File: config.mk
export PLATFORM = sky130hd
export DESIGN_NAME = flipper_controller_flat
export DESIGN_NICKNAME = d
export VERILOG_FILES = /design/src/rtl/flipper_if.sv /design/src/rtl/flipper_controller.sv /design/src/flat_wrapper.sv
export SDC_FILE = /design/constraint.sdc
export NUM_CORES = 1
export LEC_CHECK = 0
export ABC_AREA = 1
export CAP_MARGIN = 10
export CORE_MARGIN = 2
export CORE_UTILIZATION = 56
export DETAILED_ROUTE_END_ITERATION = 16
export PLACE_DENSITY = 0.89
export SETUP_SLACK_MARGIN = 0.2
export SKIP_LAST_GASP = 1
export SLEW_MARGIN = 10
export SYNTH_ARGS = -nofsm -noshare
export SYNTH_HDL_FRONTEND = slang
export SYNTH_SLANG_ARGS = --single-unit
File: constraint.sdc
create_clock -name clk -period 3.1 [get_ports clk]
set_input_delay 0.62 -clock clk [delete_from_list [all_inputs] [get_ports clk]]
set_output_delay 0.62 -clock clk [all_outputs]
set_load 0.02 [all_outputs]
File: src/rtl/flipper_if.sv
// Frame-rate control inputs and position/speed outputs of the flipper paddle.
interface flipper_if;
  logic               startOfFrame;
  logic               keyLeftIsPressed;
  logic               keyRightIsPressed;
  logic               pause;
  logic               reset_level;
  logic signed [10:0] topLeftX;
  logic signed [10:0] topLeftY;
  logic signed [31:0] flipperSpeedX;

  modport master (
    output startOfFrame, keyLeftIsPressed, keyRightIsPressed, pause, reset_level,
    input  topLeftX, topLeftY, flipperSpeedX
  );

  modport slave (
    input  startOfFrame, keyLeftIsPressed, keyRightIsPressed, pause, reset_level,
    output topLeftX, topLeftY, flipperSpeedX
  );
endinterface

File: src/rtl/flipper_controller.sv
// Horizontal flipper paddle: key-driven acceleration, friction coasting and wall clamping,
// updated once per video frame in sub-pixel fixed point.
module flipper_controller #(
  parameter int InitialX             = 260,
  parameter int InitialY             = 440,
  parameter int FlipperWidth         = 100,
  parameter int Accel                = 8,
  parameter int Friction             = 4,
  parameter int MaxSpeed             = 256,
  parameter int FixedPointMultiplier = 64
) (
  input  logic     clk,
  input  logic     resetN,
  flipper_if.slave bus
);

  localparam logic [1:0] StCoast     = 2'd0;
  localparam logic [1:0] StPushLeft  = 2'd1;
  localparam logic [1:0] StPushRight = 2'd2;

  localparam logic signed [31:0] InitPos    = 32'(InitialX * FixedPointMultiplier);
  localparam logic signed [31:0] RightLimit = 32'((639 - FlipperWidth) * FixedPointMultiplier);
  localparam logic signed [31:0] AccelS     = 32'(Accel);
  localparam logic signed [31:0] FrictionS  = 32'(Friction);
  localparam logic signed [31:0] MaxSpeedS  = 32'(MaxSpeed);

  logic [1:0]         state_q, state_d;
  logic signed [31:0] pos_q, pos_d;
  logic signed [31:0] speed_q, speed_d;
  logic signed [31:0] pos_next, speed_next;

  // Frame step: position moves by the old speed, speed reacts to the registered state.
  always_comb begin
    pos_next   = pos_q + speed_q;
    speed_next = speed_q;
    case (state_q)
      StPushRight: speed_next = (speed_q + AccelS > MaxSpeedS) ? MaxSpeedS : speed_q + AccelS;
      StPushLeft:  speed_next = (speed_q - AccelS < -MaxSpeedS) ? -MaxSpeedS : speed_q - AccelS;
      default: begin
        if (speed_q <= FrictionS && speed_q >= -FrictionS) begin
          speed_next = '0;
        end else if (speed_q > 0) begin
          speed_next = speed_q - FrictionS;
        end else begin
          speed_next = speed_q + FrictionS;
        end
      end
    endcase
    if (pos_next < 0) begin
      pos_next   = '0;
      speed_next = '0;
    end else if (pos_next > RightLimit) begin
      pos_next   = RightLimit;
      speed_next = '0;
    end
  end

  always_comb begin
    state_d = state_q;
    pos_d   = pos_q;
    speed_d = speed_q;
    if (bus.reset_level) begin
      state_d = StCoast;
      pos_d   = InitPos;
      speed_d = '0;
    end else if (!bus.pause) begin
      if (bus.keyLeftIsPressed && !bus.keyRightIsPressed) begin
        state_d = StPushLeft;
      end else if (bus.keyRightIsPressed && !bus.keyLeftIsPressed) begin
        state_d = StPushRight;
      end else begin
        state_d = StCoast;
      end
      if (bus.startOfFrame) begin
        pos_d   = pos_next;
        speed_d = speed_next;
      end
    end
  end

  always_ff @(posedge clk or negedge resetN) begin
    if (!resetN) begin
      state_q <= StCoast;
      pos_q   <= InitPos;
      speed_q <= '0;
    end else begin
      state_q <= state_d;
      pos_q   <= pos_d;
      speed_q <= speed_d;
    end
  end

  // Position is never negative, so the division is an exact floor.
  assign bus.topLeftX      = 11'(pos_q / FixedPointMultiplier);
  assign bus.topLeftY      = 11'(InitialY);
  assign bus.flipperSpeedX = speed_q;

endmodule
File: src/flat_wrapper.sv
// flat-port wrapper written by rule: the top's interface ports become plain ports
module flipper_controller_flat 
#(
  parameter int InitialX             = 260,
  parameter int InitialY             = 440,
  parameter int FlipperWidth         = 100,
  parameter int Accel                = 8,
  parameter int Friction             = 4,
  parameter int MaxSpeed             = 256,
  parameter int FixedPointMultiplier = 64
)
  (clk, resetN, bus_startOfFrame, bus_keyLeftIsPressed, bus_keyRightIsPressed, bus_pause, bus_reset_level, bus_topLeftX, bus_topLeftY, bus_flipperSpeedX);
  flipper_if bus_i ();
  input  logic clk;
  input  logic resetN;
  input wire logic [$bits(bus_i.startOfFrame)-1:0] bus_startOfFrame;
  input wire logic [$bits(bus_i.keyLeftIsPressed)-1:0] bus_keyLeftIsPressed;
  input wire logic [$bits(bus_i.keyRightIsPressed)-1:0] bus_keyRightIsPressed;
  input wire logic [$bits(bus_i.pause)-1:0] bus_pause;
  input wire logic [$bits(bus_i.reset_level)-1:0] bus_reset_level;
  output wire logic [$bits(bus_i.topLeftX)-1:0] bus_topLeftX;
  output wire logic [$bits(bus_i.topLeftY)-1:0] bus_topLeftY;
  output wire logic [$bits(bus_i.flipperSpeedX)-1:0] bus_flipperSpeedX;
  assign bus_i.startOfFrame = bus_startOfFrame;
  assign bus_i.keyLeftIsPressed = bus_keyLeftIsPressed;
  assign bus_i.keyRightIsPressed = bus_keyRightIsPressed;
  assign bus_i.pause = bus_pause;
  assign bus_i.reset_level = bus_reset_level;
  assign bus_topLeftX = bus_i.topLeftX;
  assign bus_topLeftY = bus_i.topLeftY;
  assign bus_flipperSpeedX = bus_i.flipperSpeedX;
  flipper_controller #(.InitialX(InitialX), .InitialY(InitialY), .FlipperWidth(FlipperWidth), .Accel(Accel), .Friction(Friction), .MaxSpeed(MaxSpeed), .FixedPointMultiplier(FixedPointMultiplier)) u_core (.clk(clk), .resetN(resetN), .bus(bus_i));
endmodule
==> impl_metrics.ini <==
[outcome]
violations = negative setup slack
run_status = finished with violations

[setup_path]
critical_path.startpoint_type = flip-flop
worstReg2RegStart = u_core.bus.flipperSpeedX[10]$_DFFE_PN0P_
end_kind = flip-flop
reg2reg_to = u_core.bus.flipperSpeedX[6]$_DFFE_PN0P_
reg2reg_depth = 20
timing_worst_setup_path_type = reg2reg
startpoint = u_core.bus.flipperSpeedX[10]$_DFFE_PN0P_
rrSetupSlack_ps = -190
critical_path.max_fanout = 5
worstPathArrival_ps = 3580
endpoint_required_time_on_the_critical_path_ps = 3390

[cells_and_area]
design.final.nets = 1897
most-common-layout-cells = 510 x nand2_1, 235 x buf_4, 178 x inv_1, 149 x nor2_1, 90 x nand3_1
fillerInstances = 1025
areaGrowthSynthToFinish_pct = 45.7
antennaDiodeCount = 0
drive_above_1_share_pct = 30.1
mostFrequentLayoutCell = nand2_1

[global_routing]
grt_start_max_net_pins = 40
grt_first_pass_wirelength_um = 60900
number_of_antenna_violations_at_the_first_check_in_global_routing = 2
remaining_global_route_overflow = 0
grt_use_total_pct = 47.7
grt_pass1_vias = 11400

[floorplan]
design.die.area_um2 = 16800
fp.dieW_um = 130
initial_utilization_pct = 57.6
fp-row-count = 45
die_height_um = 130
ioPinCount = 61
core_area_um2 = 15300

[timing]
maxSlewHeadroom_pct = 36.3
min_period_over_period_pct = 106
rsz0062_at_grt = yes
setup_viol = 22
fin_skew_ps = 12.2
timing.final.max_slew_violations = 0
tightest_slew_ps = 954
hold-worst-slack_ps = 359
max_freq_ghz = 0.304
worst_slack_ps = -192
period_needed_ps = 3290
final-hold-violation-count = 0

[worst_hold_path]
min-delay-path-class = in2async

[run]
maxCapViolations = 0

[detailed_routing]
detail_route.first_pass.iterations = 6
detail_route.wirelength_um = 42500
antenna_left = 0
drcViolationCount = 0
detailroute.via_count = 12600
average_wire_length_per_cell_after_detail_routing_um = 20.5
vias_per_cell = 6.10
drt_first_iter_violations = 1926

[place]
hpwl_um = 29000
finalWeightedCongestion = 1.09
numPortBuffers = 47
detailedPlace.worstSlack_ps = -302

[synth]
flip_flop_and_latch_count_after_synthesis = 63
synth_top_family_by_area = simple AND/OR/NAND/NOR gates
average_cell_area_after_synthesis_um2 = 5.55
basic_gate_share_of_the_synthesized_area_counting_and_or_nand_and_nor_cells_pct = 45.9
synth_enable_flop_cells = 0
seq_area_frac_synth_pct = 17.9
synthCells = 1591
netlist-cell-type-count = 48
synthesis.yosys.warnings = 0
synth.cell_area_um2 = 8830
synth.area.mux_share_pct = 0
compound_cell_area_share_of_the_yosys_netlist_pct = 11.3
yosys.area_share.xor_xnor_pct = 5.16
post_synth_fa_ha_maj_area_fraction_pct = 5.67
synthArstFlopShare_pct = 100
ys.flop_type = dfrtp_1

[power_and_ir_drop]
power.density_nw_per_um2 = 1270
p_leak_uw = 0.00655
max-vdd-ir-drop_mv = 1.39

[clock_network]
cts.hold.buffers_added = 0
cts_buffer_depth = 2
cts_tree = done
cts_htree_levels = 3
cts_sinks = 63
cts_root_buf = clkbuf_16
number_of_buffers_created_by_cts = 9
clk_transition_reported_paths_ps = 60
insertion_delay_ps = 360
## worst max path at each step
stage                                                     endpoint  slack, ps  cells after the start
final                      u_core.bus.flipperSpeedX[6]$_DFFE_PN0P_       -190                     20
after CTS                  u_core.bus.flipperSpeedX[7]$_DFFE_PN0P_         50                     20
after floorplan           u_core.bus.flipperSpeedX[27]$_DFFE_PN0P_        160                     21
after global routing       u_core.bus.flipperSpeedX[6]$_DFFE_PN0P_       -340                     18
after detailed placement   u_core.bus.flipperSpeedX[7]$_DFFE_PN0P_       -300                     20
after global placement     u_core.bus.flipperSpeedX[6]$_DFFE_PN0P_       -330                     20
## layout make-up
type                       instances  area [um2]  area share [%]
clock buffer                      10         229            1.78
clock inverter                     6        61.3           0.477
inverter                         205         777            6.04
multi-input combinational       1258        7220            56.2
sequential                        63        1600            12.5
tap                              211         264            2.05
timing repair buffer             313        2700            21.0
## routing by layer
metal / GRT usage [%] / wire length, um
met1: 57.9 / 14800
met2: 77.2 / 18700
met3: 10.7 / 5520
met4: 28.8 / 3430
met5: 0 / 13
## logic make-up (layout without fill, tap and decap cells)
kind of cell	Yosys count	after routing
simple gates	966	966
buf+inv	282	534
compound gates	186	186
flops	63	63
xor+xnor	52	52
fa+ha+maj	40	40
other cells	2	14
## synth_stat cells, drive strengths merged (3+ instances only)
master	count	area (um2)
a21oi	76	384
buf	56	388
nand2	574	2170
a211oi	3	22.5
nor3	19	105
o21a	11	82.6
or2	3	18.8
inv	202	758
ha	40	500
dfrtp	61	1530
o21ai	88	444
nand3	114	601
xor2	50	438
nand4	19	119
clkinv	3	11.3
nor2	216	882
nor4	3	18.8
clkbuf	21	81.3
nand3b	16	120
## critical path, stage by stage, from the launching register on
cell      delay [ps]
dfrtp_2          460
nor2_4           150
nand2_1          150
nor2_2           250
nand2_1          120
nor2_2           140
xor2_1           150
inv_1             80
nor2_2           110
nand3b_1          90
nor4_2           220
nand3b_1         170
ha_4             310
buf_6            130
nor2_4           140
o21ai_1          100
a21oi_1          130
nor2_1            60
a21oi_1          160
nand2_1           60
nand2_1           60
## flip-flops by register name, indices dropped and copies added, names as in the netlist
| register | count |
|---|---|
| u_core.pos_q | 31 |
| u_core.bus.flipperSpeedX | 30 |
| u_core.state_q | 2 |
## power by group
group	switching (uW)	leakage, uW	internal (uW)
clock network	456	0.000142	621
registers	190	0.000830	1000
logic	8070	0.00557	6060
## what timing repair did
item                                    4_1_cts  5_1_grt
gates cloned                                  1        1
endpoints found under the setup margin       46       46
pin swaps                                    46       45
setup buffers                                42       24
resized for setup                           147      137
## stage by stage
step	instances	power, uW	instance area, um2	util (%)	TNS [ps]
2_1_floorplan	1603	7380	9040	-	0
3_3_place_gp	1982	11700	10800	70.8	-6550
3_5_place_dp	1982	11700	10800	70.8	-6180
4_1_cts	2041	14600	12200	79.8	0
5_1_grt	2066	17200	12900	84.0	-6620
6_report	2066	16400	12900	84.0	-1940
Power figures use the tool's default switching activity.
